### src/rtl/set_bit_serializer.sv
// Serialises a WIDTH-bit request vector into one-hot beats, lowest set bit first.
// An all-zero vector produces a single empty beat flagged by op_zero.
module set_bit_serializer #(
    parameter int WIDTH = 4,
    parameter int IDX_W = $clog2(WIDTH)
) (
    input  logic             clk,
    input  logic             rst_n,
    input  logic             in_valid,
    output logic             in_ready,
    input  logic [WIDTH-1:0] inp_vec,
    output logic             out_valid,
    input  logic             out_ready,
    output logic [WIDTH-1:0] op_vec,
    output logic [IDX_W-1:0] op_idx,
    output logic             op_last,
    output logic             op_zero
);

    typedef enum logic {IDLE, EMIT} state_t;

    state_t           state_reg;
    logic [WIDTH-1:0] rem_reg;
    logic             zero_flag_reg;

    logic             emit;
    logic [WIDTH-1:0] low_bit;
    logic [IDX_W-1:0] low_idx;
    logic             single_bit;
    logic             last_beat;

    assign emit       = (state_reg == EMIT);
    assign low_bit    = rem_reg & (~rem_reg + WIDTH'(1));
    assign single_bit = (rem_reg != '0) && ((rem_reg & (rem_reg - WIDTH'(1))) == '0);
    assign last_beat  = single_bit || zero_flag_reg;

    // Index encoder: index bit gi is set when the lone low bit sits at a position with bit gi set.
    genvar gi, gj;
    generate
        for (gi = 0; gi < IDX_W; gi++) begin : g_idx
            logic [WIDTH-1:0] idx_mask;
            for (gj = 0; gj < WIDTH; gj++) begin : g_mask
                assign idx_mask[gj] = 1'((gj >> gi) & 1);
            end
            assign low_idx[gi] = |(low_bit & idx_mask);
        end
    endgenerate

    // Every output is a function of registers only, so a stalled beat cannot change.
    assign in_ready  = !emit;
    assign out_valid = emit;
    assign op_vec    = (emit && !zero_flag_reg) ? low_bit : '0;
    assign op_idx    = (emit && !zero_flag_reg) ? low_idx : '0;
    assign op_last   = emit && last_beat;
    assign op_zero   = emit && zero_flag_reg;

    always_ff @(posedge clk or negedge rst_n) begin
        if (!rst_n) begin
            state_reg     <= IDLE;
            rem_reg       <= '0;
            zero_flag_reg <= 1'b0;
        end else begin
            case (state_reg)
                IDLE: begin
                    if (in_valid) begin
                        rem_reg       <= inp_vec;
                        zero_flag_reg <= (inp_vec == '0);
                        state_reg     <= EMIT;
                    end
                end
                EMIT: begin
                    if (out_ready) begin
                        if (last_beat) begin
                            state_reg     <= IDLE;
                            zero_flag_reg <= 1'b0;
                            rem_reg       <= '0;
                        end else begin
                            rem_reg <= rem_reg & ~low_bit;
                        end
                    end
                end
                default: begin
                    state_reg <= IDLE;
                end
            endcase
        end
    end

endmodule

### config.mk
export PLATFORM = sky130hd
export DESIGN_NAME = set_bit_serializer
export DESIGN_NICKNAME = d
export VERILOG_FILES = /design/src/rtl/set_bit_serializer.sv
export SDC_FILE = /design/constraint.sdc
export NUM_CORES = 1
export LEC_CHECK = 0
export CAP_MARGIN = 20
export CORE_AREA = 2 2 39 41
export CTS_CLUSTER_DIAMETER = 50
export DETAILED_ROUTE_END_ITERATION = 6
export DIE_AREA = 0 0 41 43
export HOLD_SLACK_MARGIN = 0.06
export PLACE_DENSITY = 0.68
export SYNTH_ARGS = -nofsm -noshare
export SYNTH_HDL_FRONTEND = slang
export SYNTH_SLANG_ARGS = --single-unit
### constraint.sdc
create_clock -name clk -period 1.3 [get_ports clk]
set_input_delay 0.195 -clock clk [delete_from_list [all_inputs] [get_ports clk]]
set_output_delay 0.195 -clock clk [all_outputs]
set_load 0.01 [all_outputs]
==> metrics.md <==
| Metric | Value |
|---|---|
| Final Setup Violations | 10 |
| Top cells by area, synth | dfrtp_1 (35%), mux2i_1 (7.0%), o21ai_0 (7.0%) |
| CTS buffer count | 3 |
| Reg area | 151.4 um^2 |
| Vias in the first global route | 532 |
| Unrepaired setup endpoints after global routing | true |
| Main synth FF type | dfrtp_1 |
| Required @ worst endpoint | 1.11 ns |
| CP max stage cell | dfrtp_2 |
| Setup slack, reg-to-reg | -0.17 ns |
| Flip-flop count of the largest register after layout | 4 |
| HPWL Detailed | about 1000 um |
| Pwr Density | between 2000 and 2500 nW/um^2 |
| Buffers on Ports | 17 |
| DR vias | ~610 |
| 1st-pass router iterations | 6 |
| Max incr delay on CP | ~0.45 ns |
| Post-route ant nets | 0 |
| Hold_ws | 0.1888 ns |
| DP Area | 720.7 um^2 |
| FILL cells | 100 |
| Grt ovf | 0 |
| Violated checks | setup timing |
| Post-synth top cells | dfrtp_1 (6), nor2_1 (6), o21ai_0 (6) |
| R2R Path Start | out_valid |
| Placed Cells | 98 |
| GP Congestion | 0.8303 |
| Pin count of the biggest net entering global routing | 10 |
| Cell Rows | 14 |
| CTS tree | built |
| DR WL/cell | 16.29 um |
| Dominant cell type by area after synthesis | dfrtp_1 |
| Clk_lat worst skew | 0.24 ns |
| Initial antenna violation count | 0 |
| TNS Setup | -1.220 ns |
| DIE AREA | 1763 um^2 |
| Synth Warn # | 0 |
| Max Slew Vio Count | 0 |
| Slew @ Worst Pin | 0.2778 ns |
| Status | complete, but fails checks |
| Worst Clk Skew | 0.0002397 ns |
| Number of max-cap violations | 0 |
| Highest clock rate | 633.5 MHz |
| HP Class | in -> async |
| Mean Syn Cell Area | 8.205 um^2 |
| DRC viols | 0 |
| Min Tclk post-route | ~1.6 ns |
| Clk buf depth | 2 |
| Clk slew on worst S/H paths | around 0.04 ns |
| Htree depth | 1 |
| CP cell instances | xor2_1, o211ai_1, a21oi_1, buf_2 |
| Post-route insts no fill | 119 |
| Layout net count | 113 |
| Final Hold Viols | 0 |
| First-pass GRT wire length | 2.352 mm |
| Final Total Pwr | 2.388 mW |
| CP Max Fanout | 5 |
| Via density | slightly above 5 |
| I/O pin count | 18 |
| CTS root buffer | clkbuf_4 |
| Slew Limit Headroom | 0.8140 |
| Core Footprint | 1384 um^2 |
| Layout area overhead | 132.3% |
| Setup CP Type | reg -> out |
| Initial Util | 0.3083 |
| Post-Syn Instances | 52 |
| Net Count, Synth | 60 |
| Multi-input logic area | 351.6 um^2 |
| Initial DRC count | 9 |
| Clock sink count | 6 |
| Design Area, Final | 991.0 um^2 |
| Cell family with most CP delay | flip-flops |
| Worst path depth | 4 |
| Leak Pwr | 0.5060 nW |
| Top cell type's share of synthesized area | 0.3519 |
| Critical Path AT | 1.38 ns |
| VDD IR max | 1518 uV |
| Die Y | 43 um |
| GR Util All Layers | 0.2036 |
| Asr flop ratio synth | 1.000 |
| Die width | around 40 um |
| Yosys cell types | 25 |
| Total wire length | 1.938 mm |
| Crit path launch type | flop |
| Reg2Reg Depth | 6 |
| End of the worst register-to-register path | rem_reg[3] |
| CP Buf/Inv Count | 1 |
| Period utilization | 1.214 |
| Register area share after synthesis | 0.3519 |
| Final setup margin | -0.2786 ns |
| Antenna cells | 0 |
| Synthesized area | ~430 um^2 |
| Hold_buf cts | 0 |
| Layout cell share with drive strength beyond 1 | 0.6893 |
| Post-synth EDFFs | 0 |
| Flops & latches, synth | 6 |
| CP endpoint kind | primary output |
[layer usage]
layer	GRT usage	vias up	share of wire
met2	0.3125	20	0.57
met5	0	-	0
met3	0.01571	4	0.029
li1	-	286	-
met4	0.1267	0	0.011
met1	0.2616	295	0.39
[layout by cell type, fill, tap and decap left out, drive strengths merged, types with 2 or more instances in the layout]
cell           netlist  routed
nor4                 2       2
clkbuf               1       4
a21oi                2       2
o21ai                6       6
a31o                 2       2
nand2                4       4
buf                  2      43
dfrtp                6       6
and2b                2       2
clkdlybuf4s50        0       7
inv                  5       5
mux2i                3       3
nor2                 6       6
[logic make-up after synthesis]
family	share of synthesized area
AND/OR/NAND/NOR	0.2346
AO/OA/AOI/OAI	0.2288
buffers and inverters	0.09382
flip-flops	0.3519
multiplexers	0.07038
XOR/XNOR	0.02053
[layout make-up]
| type | count | share of cell area |
|---|---|---|
| flip-flops and latches | 6 | 0.1528 |
| inverters | 5 | 0.01894 |
| repair buffers | 51 | 0.4306 |
| clock buffers | 3 | 0.02273 |
| well taps | 16 | 0.02020 |
| multi-input cells | 38 | 0.3548 |
[where the power goes]
group	leakage, nW	total, mW	internal [mW]	switching, mW
sequential	0.0760	0.367	0.258	0.109
clock	0.0138	0.164	0.104	0.0600
combinational	0.416	1.86	1.04	0.816
[how the worst max path moves through the flow]
stage               start        end  slack, ns
6_report       rem_reg[2]    op_last      -0.28
3_5_place_dp   rem_reg[3]  op_idx[0]      -0.31
3_3_place_gp   rem_reg[3]    op_last      -0.30
5_1_grt        rem_reg[3]    op_last      -0.37
2_1_floorplan   out_valid  op_idx[0]      0.009
4_1_cts        rem_reg[2]    op_last      -0.21
[what timing repair did]
item | CTS | global route
pin swaps | 10 | 6
setup endpoints to repair | 11 | 14
resized for setup | 52 | 34
buffers inserted | 9 | 11
[per-stage QoR]
| step | setup slack (ns) | util |
|---|---|---|
| 3_5_place_dp | -0.3069 | 0.5208 |
| 5_1_grt | -0.3679 | 0.7161 |
| 6_report | -0.2786 | 0.7161 |
| 2_1_floorplan | 0.009151 | - |
| 3_3_place_gp | -0.3015 | 0.5208 |
| 4_1_cts | -0.2069 | 0.5931 |
Power figures use the tool's default switching activity.
